==> src/rtl/dmem_arb_pkg.sv <==
// dmem_arb_pkg: shared owner encoding, memory-side idle levels and the
// registered command type for the DataMemory arbiter.
package dmem_arb_pkg;

    localparam int unsigned CMD_AW = 32;
    localparam int unsigned CMD_DW = 32;

    typedef enum logic {
        OWNER_CPU = 1'b0,
        OWNER_DBG = 1'b1
    } owner_e;

    // DataMemory strobes are active-low; these are their parked levels.
    localparam logic RD_IDLE = 1'b1;
    localparam logic WR_IDLE = 1'b1;

    typedef struct packed {
        logic              we;
        logic [CMD_AW-1:0] addr;
        logic [CMD_DW-1:0] wdata;
        owner_e            owner;
    } dmem_cmd_t;

    function automatic logic addr_aligned(input logic [1:0] lsb);
        return lsb == 2'b00;
    endfunction

endpackage

==> src/rtl/dmem_arbiter_rr.sv <==
// rr_arbiter2: two-way round-robin pick with a last-grant pointer.
// A lone requester always wins; on contention the requester that was not
// granted last wins. Pointer resets to OWNER_DBG so OWNER_CPU wins first.
module rr_arbiter2
    import dmem_arb_pkg::*;
(
    input  logic       clk_i,
    input  logic       rst_i,
    input  logic [1:0] req_i,
    output logic [1:0] gnt_o,
    output owner_e     winner_o
);

    owner_e last_q;

    // Combinational winner selection from the live requests and the pointer.
    always_comb begin
        winner_o = OWNER_CPU;
        if (req_i == 2'b11) begin
            winner_o = (last_q == OWNER_DBG) ? OWNER_CPU : OWNER_DBG;
        end else if (req_i[1]) begin
            winner_o = OWNER_DBG;
        end
    end

    assign gnt_o[0] = req_i[0] & (winner_o == OWNER_CPU);
    assign gnt_o[1] = req_i[1] & (winner_o == OWNER_DBG);

    // Remember who was granted whenever a grant is issued.
    always_ff @(posedge clk_i or posedge rst_i) begin
        if (rst_i) begin
            last_q <= OWNER_DBG;
        end else if (req_i != 2'b00) begin
            last_q <= winner_o;
        end
    end

endmodule

==> src/rtl/dmem_arbiter.sv <==
// dmem_arbiter: two-requester arbiter/sequencer in front of the single-port
// DataMemory. Stage A grants and registers one command per cycle, stage X
// drives DAddr/DataIn/RD/WR for one cycle, the response (rdata plus the
// owner's rvalid strobe) follows one cycle later.
// Optional build macro DMEM_ARB_ALIGN_CHECK_EN: misaligned commands are not
// issued to memory and are answered with err=1.
module dmem_arbiter
    import dmem_arb_pkg::*;
#(
    parameter int unsigned AW = 32,
    parameter int unsigned DW = 32
) (
    input  logic          CLK,
    input  logic          Reset,
    input  logic          m0_req,
    input  logic          m0_we,
    input  logic [AW-1:0] m0_addr,
    input  logic [DW-1:0] m0_wdata,
    output logic          m0_gnt,
    output logic          m0_rvalid,
    input  logic          m1_req,
    input  logic          m1_we,
    input  logic [AW-1:0] m1_addr,
    input  logic [DW-1:0] m1_wdata,
    output logic          m1_gnt,
    output logic          m1_rvalid,
    output logic [DW-1:0] rdata,
    output logic          err,
    output logic [AW-1:0] DAddr,
    output logic [DW-1:0] DataIn,
    output logic          RD,
    output logic          WR,
    input  logic [DW-1:0] DataOut
);

    logic [1:0] req;
    logic [1:0] gnt;
    owner_e     winner;
    dmem_cmd_t  cmd_d;
    dmem_cmd_t  cmd_q;
    logic       xvalid_q;
    logic       issue;
    logic       bad;
    logic [1:0] rvalid_q;
    logic [DW-1:0] rdata_q;
    logic       err_q;

    // No grant may be reported while reset is held.
    assign req = {m1_req, m0_req} & {2{~Reset}};

    rr_arbiter2 u_rr (
        .clk_i    (CLK),
        .rst_i    (Reset),
        .req_i    (req),
        .gnt_o    (gnt),
        .winner_o (winner)
    );

    assign m0_gnt = gnt[0];
    assign m1_gnt = gnt[1];

    // Select the winning requester's command fields.
    always_comb begin
        cmd_d = '0;
        if (winner == OWNER_DBG) begin
            cmd_d.we    = m1_we;
            cmd_d.addr  = m1_addr;
            cmd_d.wdata = m1_wdata;
        end else begin
            cmd_d.we    = m0_we;
            cmd_d.addr  = m0_addr;
            cmd_d.wdata = m0_wdata;
        end
        cmd_d.owner = winner;
    end

    // Stage A -> X: capture the granted command; idle cycles park the
    // command register at zero so DAddr/DataIn read 0 when nothing is issued.
    always_ff @(posedge CLK or posedge Reset) begin
        if (Reset) begin
            cmd_q    <= '0;
            xvalid_q <= 1'b0;
        end else begin
            xvalid_q <= |req;
            cmd_q    <= (|req) ? cmd_d : '0;
        end
    end

`ifdef DMEM_ARB_ALIGN_CHECK_EN
    assign issue = xvalid_q & addr_aligned(cmd_q.addr[1:0]);
    assign bad   = xvalid_q & ~addr_aligned(cmd_q.addr[1:0]);
`else
    assign issue = xvalid_q;
    assign bad   = 1'b0;
`endif

    assign DAddr  = cmd_q.addr;
    assign DataIn = cmd_q.wdata;
    assign RD     = (issue & ~cmd_q.we) ? ~RD_IDLE : RD_IDLE;
    assign WR     = (issue &  cmd_q.we) ? ~WR_IDLE : WR_IDLE;

    // Stage X -> response: strobe the owner, latch read data on issued reads.
    always_ff @(posedge CLK or posedge Reset) begin
        if (Reset) begin
            rvalid_q <= '0;
            rdata_q  <= '0;
            err_q    <= 1'b0;
        end else begin
            rvalid_q[0] <= xvalid_q & (cmd_q.owner == OWNER_CPU);
            rvalid_q[1] <= xvalid_q & (cmd_q.owner == OWNER_DBG);
            err_q       <= bad;
            if (issue & ~cmd_q.we) begin
                rdata_q <= DataOut;
            end
        end
    end

    assign m0_rvalid = rvalid_q[0];
    assign m1_rvalid = rvalid_q[1];
    assign rdata     = rdata_q;
    assign err       = err_q;

endmodule
==> config.mk <==
export PLATFORM = sky130hd
export DESIGN_NAME = dmem_arbiter
export DESIGN_NICKNAME = d
export VERILOG_FILES = /design/src/rtl/dmem_arb_pkg.sv /design/src/rtl/dmem_arbiter_rr.sv /design/src/rtl/dmem_arbiter.sv
export SDC_FILE = /design/constraint.sdc
export NUM_CORES = 1
export LEC_CHECK = 0
export ABC_AREA = 0
export CAP_MARGIN = 20
export CORE_ASPECT_RATIO = 1.25
export CORE_MARGIN = 1
export CORE_UTILIZATION = 41
export DETAILED_ROUTE_END_ITERATION = 8
export PLACE_DENSITY = 0.87
export SETUP_SLACK_MARGIN = 0.02
export SLEW_MARGIN = 5
export SYNTH_ARGS = -nofsm -noshare
export SYNTH_HDL_FRONTEND = slang
export SYNTH_SLANG_ARGS = --single-unit
==> constraint.sdc <==
create_clock -name CLK -period 14.1 [get_ports CLK]
set_clock_uncertainty 0.1 [all_clocks]
set_input_delay 3.525 -clock CLK [delete_from_list [all_inputs] [get_ports CLK]]
set_output_delay 3.525 -clock CLK [all_outputs]
set_load 0.05 [all_outputs]
==> metrics.txt <==
status=completed; dpl cells=around 690; Die Height=118.9 um; Clock Tree Buf Depth=2; Max Transition Viols Final=0; hpwl dp=9010 um; FMAX=0.1011 GHz; Overflow after GRT=0; register area share after synthesis=56.98%; RSZ-0062 raised after global routing=false; Initial Utilization=42.22%; Mapped Area=4482 sq um; Design Power=0.8516 mW; fin cells=701; CTS Sinks=around 100; number of global-route vias before repair=3701; Core Util, Final=65.81%; max_cap viols=0; Hold WC Path Type=reg2reg; core region area=10620 sq um; TritonRoute pass-1 iters=4; startpoint types=input pin; H-tree levels=3; Mapped Nets=545; RePlAce Congestion=0.8025; Post-CTS Resized=0; Slowest-stage cell, CP=clkdlybuf4s50_1; Max rail drop VDD=0.07007 mV; met1 Resource Use GR=approximately a fifth; clk slew on worst S/H paths=0.06 ns; Post-Syn Area per Cell=roughly 12 sq um; Tot GR Track Use=between 20 and 25%; Synth Warn #=0; die area=11360 sq um; Post-CTS Repair Setup Buffers=0; drt initial violations=roughly 180; endpoints failing hold=0; antenna violations before repair=0; gr busiest metal=met2; Crit path largest cell delay=0.81 ns; WL/cell=about 17 um; DRC=0; # IOs=269; critical path type=in2out; CP most frequent cell=buf_4; Worst Path Buf+Inv=5; worst slew pin tran=0.8914 ns; met3 usage=7.088%; Fill cells=823; vias=3638; crit share post-route=70.14%; met2 GRT Util=39.02%; Die W=95.52 um; Setup crit end kind=primary output; final net count=730; Post-Synthesis Cells=379; Crit path max-delay family=buffers and inverters; leakage=2.870 nW; Final ANT Viol Nets=0; Synth-to-Final Area Change=55.86%; PwrDens=121.9 nW/um^2; Critical Path, Cell by Cell=buf_2 -> buf_4 -> inv_4 -> buf_4 -> and3_1 -> clkdlybuf4s50_1; root buffer cell=clkbuf_16; Port Buffer Count=267; CTS tree=done; crit path time final=a little under 10 ns; CP arrival=6.27 ns; Clock Latency Late Sink=0.34 ns; Netlist cell types=19; pin count of the biggest net entering global routing=72; first-pass GRT wire length=18200 um; Worst slew margin=between 40% and 50%; Setup TNS=0 ns; Via-to-Cell Ratio=5.190; Crit path required time=10.47 ns; post-synthesis register bit count=between 100 and 150; Post-CTS Hold Fix Bufs=0; Crit Path Max Fanout=67; Final setup viols=0; CTS Buf Count=9; ratio of cells with drive above 1 in the final layout=approximately 7.6%; Site Rows=42; drt total wl=12000 um; n_diodes=0
## cell type report
type	count	area, sq um	share of cell area [%]
Timing Repair Buffer	272	2700	38.65
Multi-Input combinational cell	177	1274	18.23
Clock inverter	7	57.56	0.8239
Sequential cell	102	2554	36.56
Tap cell	132	165.2	2.364
Clock buffer	9	225.2	3.224
Inverter	2	10.01	0.1433
## where the power goes
group	total [mW]	switching (mW)	leakage (nW)	internal (mW)
Clock	0.229	0.108	0.134	0.122
Sequential	0.337	0.0141	1.30	0.323
Combinational	0.285	0.171	1.44	0.115
Total	0.852	0.292	2.87	0.559
## registers in the layout, summed over array words and instances, names as in the netlist
register     count
u_rr.last_q      1
DAddr           32
DataIn          32
cmd_q            2
rvalid_q         2
issue            1
rdata           32
## cells in the mapped netlist
master	instances	share of area, %
a21boi_2	1	0.25
a21oi_1	3	0.33
a31oi_1	1	0.14
a32oi_1	65	13
and2_1	1	0.14
and3_1	1	0.14
buf_2	9	1.0
buf_4	76	13
clkbuf_1	13	1.1
conb_1	1	0.084
dfrtp_1	101	56
dfstp_2	1	0.59
inv_1	2	0.17
mux2_1	17	4.3
mux2_2	15	3.8
nand2_1	2	0.17
nand2b_1	1	0.14
nor2_1	67	5.6
nor2b_1	2	0.28
## layout by cell type, fill, tap and decap left out
| cell type | netlist | layout |
|---|---|---|
| clkdlybuf4s50_1 | 0 | 265 |
| dfrtp_1 | 101 | 101 |
| nor2_1 | 67 | 67 |
| a32oi_1 | 65 | 65 |
| mux2_1 | 17 | 17 |
| mux2_2 | 15 | 15 |
| clkbuf_16 | 0 | 9 |
| buf_4 | 76 | 5 |
| a21oi_1 | 3 | 3 |
| nand2_1 | 2 | 2 |
| clkinv_4 | 0 | 2 |
| clkinvlp_4 | 0 | 2 |
| buf_2 | 9 | 2 |
| nand2b_2 | 0 | 1 |
| a21boi_4 | 0 | 1 |
| inv_4 | 0 | 1 |
| nor2b_4 | 0 | 1 |
| inv_1 | 2 | 1 |
| nor2b_1 | 2 | 1 |
| and2_1 | 1 | 1 |
| and3_1 | 1 | 1 |
| a31oi_1 | 1 | 1 |
| conb_1 | 1 | 1 |
| inv_8 | 0 | 1 |
| clkinv_2 | 0 | 1 |
| inv_6 | 0 | 1 |
| dfstp_2 | 1 | 1 |
## layer usage
metal | part of all wire, % | wire length (um) | vias to the layer above
met1 | 34 | 4021 | 1745
met4 | 3.4 | 412 | 0
met3 | 9.2 | 1104 | 34
met2 | 54 | 6460 | 205
li1 | - | - | 1654
met5 | 0 | 0 | -
## through the flow
| stage | hold WS, ns | area [sq um] | setup WS [ns] |
|---|---|---|---|
| 3_3_place_gp | 0.2996 | 6703 | 4.177 |
| 5_1_grt | 0.3480 | 6985 | 3.920 |
| 6_report | 0.3207 | 6985 | 4.210 |
| 2_1_floorplan | 0.2947 | 4482 | 3.713 |
| 4_1_cts | 0.3249 | 6985 | 4.128 |
| 3_5_place_dp | 0.3152 | 6703 | 4.142 |
## path summary, 6_finish.rpt
path / start / slack [ns] / end / cells after the start
min: cmd_q[0] / 0.32 / rvalid_q[0] / 1
max in group asynchronous: Reset / 9.20 / DataIn[7] / 4
max reg2reg: u_rr.last_q / 12.20 / DAddr[0] / 4
min reg2reg: cmd_q[0] / 0.32 / rvalid_q[0] / 1
max: Reset / 4.21 / m0_gnt / 6
min in group asynchronous: Reset / 3.56 / DataIn[29] / 3
## kinds of logic (layout without fill, tap and decap cells)
family	after synthesis	after routing	share of synthesized area, %
AO/OA/AOI/OAI	70	70	13.43
buffers and inverters	100	290	14.99
flip-flops	102	102	56.98
multiplexers	32	32	8.040
other	1	1	0.08367
AND/OR/NAND/NOR	74	74	6.477
Power figures use the tool's default switching activity.
